### config.mk
export PLATFORM = sky130hd
export DESIGN_NAME = trap_ctrl
export DESIGN_NICKNAME = d
export VERILOG_FILES = /design/src/rtl/trap_ctrl_pkg.sv /design/src/rtl/trap_ctrl_prio.sv /design/src/rtl/trap_ctrl.sv
export SDC_FILE = /design/constraint.sdc
export NUM_CORES = 1
export LEC_CHECK = 0
export BUFFER_PORTS_ARGS = -buffer_cell sky130_fd_sc_hd__buf_4
export CAP_MARGIN = 20
export CORE_AREA = 4 4 95 97
export CTS_CLUSTER_DIAMETER = 50
export CTS_CLUSTER_SIZE = 30
export DETAILED_ROUTE_END_ITERATION = 7
export DIE_AREA = 0 0 99 101
export PLACE_DENSITY = 0.73
export SYNTH_ARGS = -nofsm -noshare
export SYNTH_HDL_FRONTEND = slang
export SYNTH_SLANG_ARGS = --single-unit
### constraint.sdc
create_clock -name clk -period 4.3 [get_ports clk]
set_input_delay 0 -clock clk [delete_from_list [all_inputs] [get_ports clk]]
set_output_delay 0 -clock clk [all_outputs]
set_load 0.005 [all_outputs]
### src/rtl/trap_ctrl_pkg.sv
// Shared trap-channel definitions: CSR addresses, mcause codes, state and event encodings.
// Build option TRAP_MTVAL_EN (define on the command line) adds the mtval write state.
package trap_ctrl_pkg;

  localparam int RegBus     = 32;
  localparam int CsrAddrBus = 12;

  localparam logic [CsrAddrBus-1:0] CSR_MSTATUS = 12'h300;
  localparam logic [CsrAddrBus-1:0] CSR_MTVEC   = 12'h305;
  localparam logic [CsrAddrBus-1:0] CSR_MEPC    = 12'h341;
  localparam logic [CsrAddrBus-1:0] CSR_MCAUSE  = 12'h342;
  localparam logic [CsrAddrBus-1:0] CSR_MTVAL   = 12'h343;

  localparam logic [RegBus-1:0] MCAUSE_ILLEGAL = 32'd2;
  localparam logic [RegBus-1:0] MCAUSE_EBREAK  = 32'd3;
  localparam logic [RegBus-1:0] MCAUSE_ECALL   = 32'd11;
  localparam logic [RegBus-1:0] MCAUSE_MSI     = 32'h8000_0003;
  localparam logic [RegBus-1:0] MCAUSE_MTI     = 32'h8000_0007;
  localparam logic [RegBus-1:0] MCAUSE_MEI     = 32'h8000_000B;

  typedef enum logic [2:0] {
    S_IDLE, S_W_MEPC, S_W_MCAUSE, S_W_MTVAL, S_W_MSTATUS, S_R_MSTATUS, S_JUMP
  } state_t;

  typedef enum logic [1:0] {K_NONE, K_EXC, K_INT, K_MRET} kind_t;

endpackage

### src/rtl/trap_ctrl_prio.sv
// Purely combinational priority encoder: illegal > ecall > ebreak > mret > MEI > MSI > MTI.
// Interrupts only qualify while the global interrupt enable is set.
module trap_prio
  import trap_ctrl_pkg::*;
(
  input  logic        ecall,
  input  logic        ebreak,
  input  logic        illegal,
  input  logic        mret,
  input  logic        ext_irq,
  input  logic        tcmp_irq,
  input  logic        soft_irq,
  input  logic        mie,
  output logic        take,
  output logic [1:0]  kind,
  output logic [31:0] mcause
);

  always_comb begin
    take   = 1'b1;
    kind   = K_EXC;
    mcause = '0;
    if (illegal)               mcause = MCAUSE_ILLEGAL;
    else if (ecall)            mcause = MCAUSE_ECALL;
    else if (ebreak)           mcause = MCAUSE_EBREAK;
    else if (mret)             kind   = K_MRET;
    else if (mie && ext_irq) begin
      kind   = K_INT;
      mcause = MCAUSE_MEI;
    end else if (mie && soft_irq) begin
      kind   = K_INT;
      mcause = MCAUSE_MSI;
    end else if (mie && tcmp_irq) begin
      kind   = K_INT;
      mcause = MCAUSE_MTI;
    end else begin
      take = 1'b0;
      kind = K_NONE;
    end
  end

endmodule

### src/rtl/trap_ctrl.sv
// Trap sequencer: writes mepc/mcause/(mtval)/mstatus on trap entry, mstatus on mret, then redirects.
// Latency: trap jump at N+5 (N+4 without TRAP_MTVAL_EN), mret jump at N+2; hold_o stalls the pipeline throughout.
// No backpressure on the trap channel: idex CSR writes must be held off while hold_o is high.
module trap_ctrl
  import trap_ctrl_pkg::*;
(
  input  logic                  clk,
  input  logic                  rst_n,
  input  logic                  ecall_i,
  input  logic                  ebreak_i,
  input  logic                  illegal_i,
  input  logic                  mret_i,
  input  logic                  hx_valid_i,
  input  logic [RegBus-1:0]     inst_i,
  input  logic [RegBus-1:0]     inst_pc_i,
  input  logic [RegBus-1:0]     next_pc_i,
  input  logic                  ex_trap_valid_i,
  input  logic                  tcmp_trap_valid_i,
  input  logic                  soft_trap_valid_i,
  input  logic                  mstatus_MIE3_i,
  input  logic [RegBus-1:0]     mepc_i,
  output logic                  trap_csr_we_o,
  output logic [CsrAddrBus-1:0] trap_csr_addr_o,
  output logic [RegBus-1:0]     trap_csr_wdata_o,
  input  logic [RegBus-1:0]     trap_csr_rdata_i,
  output logic                  hold_o,
  output logic                  jump_o,
  output logic [RegBus-1:0]     jump_addr_o
);

  state_t            state, state_d;
  kind_t             kind_q;
  logic [RegBus-1:0] mcause_q, mepc_q;
  logic              take;
  logic [1:0]        kind_raw;
  logic [RegBus-1:0] mcause_raw;
  logic              accept;

  trap_prio u_prio (
    .ecall    (ecall_i),
    .ebreak   (ebreak_i),
    .illegal  (illegal_i),
    .mret     (mret_i),
    .ext_irq  (ex_trap_valid_i),
    .tcmp_irq (tcmp_trap_valid_i),
    .soft_irq (soft_trap_valid_i),
    .mie      (mstatus_MIE3_i),
    .take     (take),
    .kind     (kind_raw),
    .mcause   (mcause_raw)
  );

  assign accept = (state == S_IDLE) && hx_valid_i && take;

`ifdef TRAP_MTVAL_EN
  logic [RegBus-1:0] mtval_q;

  always_ff @(posedge clk or negedge rst_n) begin
    if (!rst_n) begin
      mtval_q <= '0;
    end else if (accept) begin
      case (mcause_raw)
        MCAUSE_ILLEGAL: mtval_q <= inst_i;
        MCAUSE_EBREAK:  mtval_q <= inst_pc_i;
        default:        mtval_q <= '0;
      endcase
    end
  end
`endif

  always_ff @(posedge clk or negedge rst_n) begin
    if (!rst_n) begin
      state    <= S_IDLE;
      kind_q   <= K_NONE;
      mcause_q <= '0;
      mepc_q   <= '0;
    end else begin
      state <= state_d;
      if (accept) begin
        kind_q   <= kind_t'(kind_raw);
        mcause_q <= mcause_raw;
        mepc_q   <= (kind_t'(kind_raw) == K_INT) ? next_pc_i : inst_pc_i;
      end
    end
  end

  always_comb begin
    state_d          = state;
    trap_csr_we_o    = 1'b0;
    trap_csr_addr_o  = '0;
    trap_csr_wdata_o = '0;
    jump_o           = 1'b0;
    jump_addr_o      = '0;
    hold_o           = (state != S_IDLE);
    case (state)
      S_IDLE: begin
        if (accept) begin
          hold_o  = 1'b1;
          state_d = (kind_t'(kind_raw) == K_MRET) ? S_R_MSTATUS : S_W_MEPC;
        end
      end
      S_W_MEPC: begin
        trap_csr_we_o    = 1'b1;
        trap_csr_addr_o  = CSR_MEPC;
        trap_csr_wdata_o = mepc_q;
        state_d          = S_W_MCAUSE;
      end
      S_W_MCAUSE: begin
        trap_csr_we_o    = 1'b1;
        trap_csr_addr_o  = CSR_MCAUSE;
        trap_csr_wdata_o = mcause_q;
`ifdef TRAP_MTVAL_EN
        state_d          = S_W_MTVAL;
`else
        state_d          = S_W_MSTATUS;
`endif
      end
`ifdef TRAP_MTVAL_EN
      S_W_MTVAL: begin
        trap_csr_we_o    = 1'b1;
        trap_csr_addr_o  = CSR_MTVAL;
        trap_csr_wdata_o = mtval_q;
        state_d          = S_W_MSTATUS;
      end
`endif
      // MPIE <= MIE, MIE <= 0
      S_W_MSTATUS: begin
        trap_csr_we_o       = 1'b1;
        trap_csr_addr_o     = CSR_MSTATUS;
        trap_csr_wdata_o[7] = trap_csr_rdata_i[3];
        state_d             = S_JUMP;
      end
      // MIE <= MPIE, MPIE <= 1
      S_R_MSTATUS: begin
        trap_csr_we_o       = 1'b1;
        trap_csr_addr_o     = CSR_MSTATUS;
        trap_csr_wdata_o[3] = trap_csr_rdata_i[7];
        trap_csr_wdata_o[7] = 1'b1;
        state_d             = S_JUMP;
      end
      S_JUMP: begin
        jump_o  = 1'b1;
        state_d = S_IDLE;
        if (kind_q == K_MRET) begin
          jump_addr_o = mepc_i;
        end else begin
          trap_csr_addr_o = CSR_MTVEC;
          jump_addr_o     = {trap_csr_rdata_i[31:2], 2'b00};
        end
      end
      default: state_d = S_IDLE;
    endcase
  end

endmodule

==> impl_metrics.tcl, run 1 <==
set metrics [dict create \
    status "complete, no violations" \
    power_frac_comb 0.566 \
    async_flop_share 1.00 \
    io_pins 250 \
    gp_routability_congestion 0.800 \
    grt_util_met3 0.0484 \
    drt_first_iter_violations 157 \
    place.detailed.hpwl_um 7500 \
    arrival_time_worst_endpoint_ns 2.80 \
    grt_start_max_net_pins 43 \
    global_route.usage.total 0.210 \
    cts.sinks 42 \
    top_usage_layer "met2" \
    mean_post_synth_cell_area_sq_um 8.58 \
    final_layout_size_suffix_gt1_frac 0.478 \
    p_int_mw 1.41 \
    synth-edff-count 0 \
    clk_pin_slew_ns 0.10 \
    clock_latency_ns 0.30 \
    grt_pass1_wl_um 16900 \
    placement_rows 33 \
    postRouteWirelength_um 11000 \
    drt_antenna_net_count 0 \
    leakage_nw 2.30 \
    cp_data_required_time_ns 4.30 \
    netlist.top_cell.by_area "dfrtp_1" \
    first_global_vias 3364 \
    tritoncts "built" \
    peak_vdd_ir_mv 0.254 \
    cp.depth 4 \
    diodes 0 \
    hold_viol 0 \
    cp_max_stage_cell "a21oi_4" \
    num_vias 3334 \
    core_area_sq_um 8130 \
    htreeDepth 2 \
    skew_ns 0.0162 \
    mappedNetlistArea_sq_um 2770 \
    cts.root.buffer_cell "clkbuf_8" \
    slew_violations 0 \
    dpl.cell_count 609 \
    start_util 0.341 \
    post-cts-setup-buffer-count 0 \
    p_clk_frac 0.119 \
    setup.worst_path.start_class "flip-flop" \
    hold_class "in2reg" \
    p_per_area_nw_per_um2 470 \
    period_needed_ns 2.80 \
    yosysWarnings 0 \
    worst_r2r_startpoint "state[0]" \
    grtUsageMet1 0.225 \
    power.share.switching 0.374 \
    setup_viol 0 \
    synth-seq-cells 42 \
    p_sw_mw 0.843 \
    finalNonFillerCells 653 \
    numCtsBuffers 5 \
    gate_family_responsible_for_the_most_delay_along_the_worst_path "simple AND/OR/NAND/NOR gates" \
    initial_antenna_violation_count 0 \
    end_kind "output port" \
    drt_pre_antenna_iters 4 \
    power.total_mw 2.25 \
    synth_top_cells_by_area "dfrtp_1 (38%), o221a_2 (13%), nand2_1 (8.5%)" \
    design.final.nets 718 \
    synth_ff_type "dfrtp_1" \
    flow.area_growth_from_synthesis_pct 73.0 \
    cp_cell_instances "or4b_4 -> a21oi_4 -> nand2b_1 -> buf_4" \
    path_max_fanout 40 \
    die_w_um 99 \
    place_area_sq_um 4320 \
    fin_setup_tns_ns 0 \
    reg2reg_depth 3 \
    port_buffers 209 \
    synth.lib_cells_used.distinct 39 \
    post_synthesis_cell_count 323 \
    worst_path_largest_cell_delay_ns 0.81 \
    dieHeight_um 101 \
    layout_worst_path_cycle_share 0.651 \
    timing_worst_slew_pin_value_ns 1.01 \
    grt_setup_unrepaired "no" \
    cts_repair_resize_count 0 \
    timing.critical_path.buf_inv 1 \
    max_clock_freq_ghz 0.357 \
    critical_path_class "reg2out" \
    max_cap_viol_count 0 \
    final_cell_mix "buf_4 (212), nand2_1 (63), dfrtp_1 (42)" \
    worst_hold_startpoint "soft_trap_valid_i" \
    seq_area_frac_synth 0.379 \
    pwr-share-seq 0.315 \
    final_util 0.589 \
    die_area_sq_um 10000 \
    drt-wirelength-per-cell_um 16.8 \
    design_area_sq_um 4790 \
    route.detailed.drc 0 \
    globalRouteMet2Util 0.402 \
    min_delay_path_depth 4 \
    avgViaCountPerCell 5.11 \
    post_cts_hold_buffer_count 34 \
    globalRoute.totalOverflow 0 \
    synth_largest_type_area_fraction 0.379 \
    timing.max_slew.rel_slack 0.323 \
    mostFrequentLayoutCell "buf_4" \
    critical_path.startpoint "state[0]" \
    clockBufferDepth 2 \
]
## synthesized netlist by cell type (2+ instances only)
library cell	instances
nor3_1	3
a21oi_1	39
o31ai_1	2
and3_1	2
nor2_1	6
nand2b_1	3
a22o_1	5
buf_2	4
o21ai_0	6
inv_1	4
buf_6	5
or3_1	32
clkbuf_1	19
o221a_2	31
nand2_1	63
buf_4	7
dfrtp_1	42
and2_1	27
nand3_1	2
or2_2	2
## flip-flops by register name (all words and copies together), names as in the netlist
signal    cells
mcause_q      5
state         3
mepc_q       32
kind_q        2
## power groups by stage
stage               combinational [mW]  clock [mW]  sequential [mW]
CTS                               1.25       0.272            0.708
floorplan                        0.791           0            0.652
detailed placement                1.22           0            0.713
global route                      1.40       0.288            0.736
finish                            1.28       0.268            0.709
global placement                  1.19           0            0.708
## tightest hold or removal path, cell delays in order
cell     delay, ns
buf_4         0.09
o21ai_0       0.06
o21ai_0       0.07
o31ai_1       0.06
## through the flow
step	setup slack (ns)	hold WS, ns
global placement	1.74	0.0215
CTS	1.43	0.00670
floorplan	2.50	-0.296
finish	1.50	0.00687
detailed placement	1.76	0.0327
global route	1.28	0.00244
## final timing paths
path	to	slack, ns
max	hold_o	1.50
min	mcause_q[2]	0.007
max reg2reg	mepc_q[23]	1.78
min reg2reg	mcause_q[0]	0.50
max in group asynchronous	mepc_q[23]	3.64
min in group asynchronous	mcause_q[31]	0.27
## layout make-up
| cell class | instances | area (sq um) |
|---|---|---|
| sequential | 42 | 1050 |
| fill | 693 | 3340 |
| multi-input combinational | 246 | 1530 |
| timing repair buffer | 248 | 1970 |
| clock inverter | 3 | 18.8 |
| clock buffer | 5 | 68.8 |
| inverter | 4 | 15.0 |
| tap | 105 | 131 |
## cells by family after synthesis
group / count (synthesis) / synth area share
other: 1 / 0.00135
XOR/XNOR: 1 / 0.00316
flip-flops: 42 / 0.379
AND/OR/NAND/NOR: 145 / 0.272
buffers and inverters: 40 / 0.0790
multiplexers: 1 / 0.00406
AO/OA/AOI/OAI: 93 / 0.261
## metal layers
layer | part of all wire | routed length (um) | up-vias
li1 | - | - | 1594
met1 | 0.35 | 3880 | 1568
met2 | 0.54 | 5900 | 149
met3 | 0.082 | 902 | 23
met4 | 0.027 | 298 | 0
met5 | 0 | 0 | -
No activity file was read; power rests on OpenSTA's default activity.
==> run 2: changes to the inputs <==
--- a/config.mk
+++ b/config.mk
@@ -7,12 +7,12 @@
 export LEC_CHECK = 0
 export BUFFER_PORTS_ARGS = -buffer_cell sky130_fd_sc_hd__buf_4
 export CAP_MARGIN = 20
-export CORE_AREA = 4 4 95 97
+export CORE_AREA = 4 4 96 98
 export CTS_CLUSTER_DIAMETER = 50
 export CTS_CLUSTER_SIZE = 30
 export DETAILED_ROUTE_END_ITERATION = 7
-export DIE_AREA = 0 0 99 101
-export PLACE_DENSITY = 0.73
+export DIE_AREA = 0 0 100 102
+export PLACE_DENSITY = 0.71
 export SYNTH_ARGS = -nofsm -noshare
 export SYNTH_HDL_FRONTEND = slang
 export SYNTH_SLANG_ARGS = --single-unit
==> constraint.sdc (replaced) <==
create_clock -name clk -period 2.8 [get_ports clk]
set_input_delay 0 -clock clk [delete_from_list [all_inputs] [get_ports clk]]
set_output_delay 0 -clock clk [all_outputs]
set_load 0.005 [all_outputs]
==> run 2 against run 1 <==
Hold slack improved by 0.017 ns. Critical endpoint unchanged. Global-route usage fell by 1.4 points. Combinational power rose by 52%. Largest cell class unchanged. Cell count rose by 0.92%. Highest routed layer unchanged. First-iteration DRC count fell by 4.5%. Via count fell by 2.3%.
==> impl_metrics.tcl, run 2 (synthesis gave the netlist of run 1 again) <==
set metrics [dict create \
    clockBufferDepth 2 \
    end_kind "output port" \
    slew_violations 0 \
    cts.root.buffer_cell "clkbuf_8" \
    fillers 760 \
    skew_ns 0.00569 \
    reg2reg_depth 4 \
    post-cts-setup-buffer-count 0 \
    design.final.nets 721 \
    final_layout_size_suffix_gt1_frac 0.479 \
    diodes 0 \
    clk_pin_slew_ns 0.08 \
    cp_data_required_time_ns 2.80 \
    setup.worst_path.start_class "flip-flop" \
    status "complete, no violations" \
    grt_setup_unrepaired "no" \
    fin_setup_tns_ns 0 \
    reg_top3 "mepc_q (32), mcause_q (5), state (3)" \
    place.detailed.hpwl_um 7750 \
    peak_vdd_ir_mv 0.324 \
    flow.area_growth_from_synthesis_pct 74.0 \
    largest_register_ff_count 32 \
    avgViaCountPerCell 4.94 \
    htreeDepth 2 \
    gp_routability_congestion 0.814 \
    first_global_vias 3270 \
    mostFrequentLayoutCell "buf_4" \
    grt_start_max_net_pins 43 \
    io_pins 250 \
    arrival_time_worst_endpoint_ns 2.25 \
    drt_antenna_net_count 0 \
    drt_pre_antenna_iters 4 \
    setup_viol 0 \
    hold_class "in2reg" \
    cts_repair_resize_count 0 \
    timing.max_slew.rel_slack 0.350 \
    global_route.usage.total 0.197 \
    critical_path_class "reg2out" \
    num_vias 3257 \
    period_needed_ns 2.25 \
    dieHeight_um 102 \
    placement_rows 34 \
    die_area_sq_um 10200 \
    postRouteWirelength_um 10500 \
    numCtsBuffers 5 \
    critical_path.startpoint "state[1]" \
    worst_r2r_startpoint "state[1]" \
    grt_pass1_wl_um 16200 \
    globalRoute.totalOverflow 0 \
    worstSetupEndpoint "hold_o" \
    placement.setup.worst_slack_ns 0.629 \
    start_util 0.327 \
    cts.sinks 42 \
    clock_latency_ns 0.29 \
    route.detailed.drc 0 \
    timing.reg2reg.setup_slack_ns 0.64 \
    p_per_area_nw_per_um2 728 \
    max_cap_viol_count 0 \
    final_cell_mix "buf_4 (217), nand2_1 (63), dfrtp_1 (42)" \
    tritoncts "built" \
    die_w_um 100 \
    drt-wirelength-per-cell_um 16.0 \
    drt_first_iter_violations 150 \
    hold_viol 0 \
    post_cts_hold_buffer_count 33 \
    core_area_sq_um 8470 \
    port_buffers 209 \
    max_clock_freq_ghz 0.444 \
    worst_r2r_endpoint "mepc_q[5]" \
    initial_antenna_violation_count 0 \
    path_max_fanout 40 \
    timing_worst_slew_pin_value_ns 0.972 \
    leakage_nw 2.31 \
    most_flops_register "mepc_q" \
    final.setup.worst_slack_ns 0.546 \
    layout_worst_path_cycle_share 0.805 \
]
## run 2: changes by cell type in the layout (fill, tap and decap cells not counted)
| cell | before | now |
|---|---|---|
| buf_4 | 212 | 217 |
| clkinv_2 | 2 | 0 |
| bufinv_16 | 0 | 1 |
| inv_6 | 1 | 0 |
| buf_12 | 0 | 1 |
| buf_16 | 1 | 0 |
| clkbuf_1 | 0 | 2 |
| buf_8 | 1 | 0 |
| dlygate4sd3_1 | 34 | 33 |
## run 2: layout make-up
cell class              count  area [sq um]  share of cell area
clock inverters             1          30.0             0.00623
repair buffers            251          1980               0.411
inverters                   4          15.0             0.00311
clock buffers               7          76.3              0.0158
multi-input cells         246          1530               0.318
well taps                 108           135              0.0280
flip-flops and latches     42          1050               0.218
## run 2: worst max-delay path, stage by stage (launching register included)
cell	delay, ns
dfrtp_1	0.52
or4b_4	0.78
a21oi_4	0.34
nand2b_1	0.19
buf_4	0.13
## run 2: layer usage
metal	vias up	wire length, um	part of all wire	track usage
li1	1603	-	-	-
met1	1494	3900	0.37	0.229
met2	147	5530	0.52	0.366
met3	13	958	0.091	0.0457
met4	0	151	0.014	0.0466
met5	-	0	0	0
## run 2: how the worst min path moves through the flow
stage / start / to / slack [ns] / cells after the start
after CTS: illegal_i / mcause_q[3] / 0.01 / 3
after floorplan: rst_n / kind_q[0] / -0.30 / 0
after detailed placement: rst_n / mepc_q[11] / 0.03 / 1
after global routing: illegal_i / mcause_q[3] / 0.009 / 3
after global placement: rst_n / mepc_q[14] / 0.02 / 1
final: illegal_i / mcause_q[3] / 0.02 / 3
## run 2: stage by stage
step | instances | hold slack, ns | util | area [sq um] | power, mW
floorplan | 328 | -0.296 | - | 2790 | 2.22
global placement | 618 | 0.0243 | 0.518 | 4380 | 2.98
detailed placement | 618 | 0.0330 | 0.518 | 4380 | 3.04
CTS | 659 | 0.0107 | 0.569 | 4820 | 3.56
global route | 659 | 0.00909 | 0.569 | 4820 | 3.81
finish | 659 | 0.0241 | 0.569 | 4820 | 3.51
## run 2: where the power goes
| part | total, mW | internal (mW) | switching (mW) |
|---|---|---|---|
| Sequential | 1.09 | 0.891 | 0.198 |
| Combinational | 1.95 | 1.09 | 0.852 |
| Clock | 0.474 | 0.267 | 0.207 |
| Total | 3.51 | 2.25 | 1.26 |
==> run 3: changes to the inputs <==
==> constraint.sdc (replaced) <==
create_clock -name clk -period 2.1 [get_ports clk]
set_input_delay 0 -clock clk [delete_from_list [all_inputs] [get_ports clk]]
set_output_delay 0 -clock clk [all_outputs]
set_load 0.005 [all_outputs]
==> run 3 against run 2 <==
Worst setup slack got worse by 0.36 ns. First-iteration DRC count fell by 43%. Cell area rose by 1.9%. Highest routed layer unchanged.
==> impl_metrics.tcl, run 3 (synthesis gave the netlist of run 1 again) <==
set metrics [dict create \
    final.setup.worst_slack_ns 0.183 \
    worst_r2r_startpoint "state[2]" \
    timing.reg2reg.setup_slack_ns 0.21 \
    max_cap_viol_count 0 \
    gp_routability_congestion 0.754 \
    drt_first_iter_violations 85 \
    final_cell_mix "buf_4 (227), nand2_1 (63), dfrtp_1 (42)" \
    skew_ns 0.00799 \
    placement.setup.worst_slack_ns 0.218 \
    placement_rows 34 \
    clockBufferDepth 2 \
    p_per_area_nw_per_um2 982 \
    grt_pass1_wl_um 16700 \
    most_flops_register "mepc_q" \
    path_max_fanout 6 \
    min_hold_slack_ns 0.0131 \
    cts.sinks 42 \
    diodes 0 \
    design_area_sq_um 4910 \
    mostFrequentLayoutCell "buf_4" \
    dieHeight_um 102 \
    power_frac_comb 0.571 \
    routed.top_layer "met4" \
    reg_top3 "mepc_q (32), mcause_q (5), state (3)" \
    status "complete, no violations" \
    initial_antenna_violation_count 0 \
    num_vias 3358 \
    drt-wirelength-per-cell_um 16.3 \
    fillers 731 \
    flow.area_growth_from_synthesis_pct 77.3 \
    design.final.nets 732 \
    postRouteWirelength_um 10900 \
    power.total_mw 4.83 \
    hold_viol 0 \
    timing.max_slew.rel_slack 0.560 \
    start_util 0.327 \
    setup_viol 0 \
    avgViaCountPerCell 5.01 \
    die_area_sq_um 10200 \
    clk_pin_slew_ns 0.08 \
    port_buffers 209 \
    reg2reg_depth 4 \
    p_int_mw 3.07 \
    whs_endpoint "mcause_q[3]" \
    leakage_nw 2.37 \
    layout_worst_path_cycle_share 0.913 \
    max_clock_freq_ghz 0.522 \
    place_area_sq_um 4450 \
    p_clk_frac 0.135 \
    core_area_sq_um 8470 \
    timing_worst_slew_pin_value_ns 0.655 \
    setup.worst_path.start_class "flip-flop" \
    largest_register_ff_count 32 \
    period_needed_ns 1.92 \
    met1Wirelength_um 4280 \
    fin_setup_tns_ns 0 \
    peak_vdd_ir_mv 0.539 \
    power.share.switching 0.364 \
    pwr-share-seq 0.294 \
    met2WireLength_um 5580 \
    global_route.usage.total 0.204 \
    grt_setup_unrepaired "no" \
    worst_hold_startpoint "illegal_i" \
    end_kind "output port" \
    cts.root.buffer_cell "clkbuf_8" \
    arrival_time_worst_endpoint_ns 1.92 \
    place.detailed.hpwl_um 7940 \
    cp_data_required_time_ns 2.10 \
    detailroute.wirelength.met3_um 947 \
    clock_latency_ns 0.30 \
    tritoncts "built" \
    drt_antenna_net_count 0 \
    critical_path.startpoint "state[2]" \
    critical_path_class "reg2out" \
    route.detailed.drc 0 \
    min_delay_path_depth 3 \
    slew_violations 0 \
    worst_r2r_endpoint "mepc_q[18]" \
    first_global_vias 3341 \
    htreeDepth 2 \
    globalRoute.totalOverflow 0 \
    numCtsBuffers 5 \
    drt_pre_antenna_iters 4 \
    hold_class "in2reg" \
    grt_start_max_net_pins 43 \
    die_w_um 100 \
    final_layout_size_suffix_gt1_frac 0.491 \
    p_sw_mw 1.75 \
    io_pins 250 \
]
==> run 3: cell count changes in the layout (fill, tap and decap cells not counted) <==
cell and change:
buf_4 +10, clkbuf_1 -1, clkinvlp_4 +1, or4b_4 +1
==> run 3: per-stage QoR <==
stage	cells	utilization
6_report	670	0.580
3_5_place_dp	627	0.526
3_3_place_gp	627	0.526
2_1_floorplan	328	-
5_1_grt	670	0.580
4_1_cts	670	0.580
==> run 3: power by group through the flow <==
stage	sequential [mW]	clock (mW)	combinational [mW]
after CTS	1.42	0.665	2.78
after global placement	1.40	0	2.63
after global routing	1.47	0.698	3.05
after detailed placement	1.42	0	2.70
after floorplan	1.34	0	1.62
final	1.42	0.652	2.75
==> run 3: critical path: stages, from the launching register on <==
cell,delay [ns]
dfrtp_1,0.45
or4b_4,0.60
a21oi_4,0.16
buf_4,0.17
nand2b_1,0.13
buf_4,0.12
==> run 3: worst max path at each step <==
stage	depth (start not counted)	end	slack [ns]
floorplan	5	mepc_q[26]	0.30
global placement	4	mepc_q[14]	0.25
detailed placement	4	mepc_q[16]	0.22
finish	5	hold_o	0.18
global route	5	hold_o	0.09
CTS	3	mepc_q[3]	0.06
==> run 3: routing by layer <==
metal | up-vias | track usage
li1 | 1627 | -
met1 | 1576 | 0.248
met2 | 146 | 0.373
met3 | 9 | 0.0498
met4 | 0 | 0.0352
met5 | - | 0
==> run 3: layout make-up <==
cell class              count  area, sq um  area share
multi-input cells         247         1550       0.315
inverters                   4         15.0     0.00306
repair buffers            261         2050       0.418
clock inverters             2         37.5     0.00764
clock buffers               6         72.6      0.0148
well taps                 108          135      0.0275
flip-flops and latches     42         1050       0.214
==> run 3: what timing repair did <==
| item | 4_1_cts | 5_1_grt |
|---|---|---|
| gates cloned | 1 | 0 |
| hold buffers | 33 | 0 |
| endpoints found under the setup margin | 1 | 3 |
| setup buffers | 1 | 0 |
| gates resized for setup | 0 | 1 |
| hold endpoints to repair | 74 | 0 |
| pin swaps | 1 | 0 |
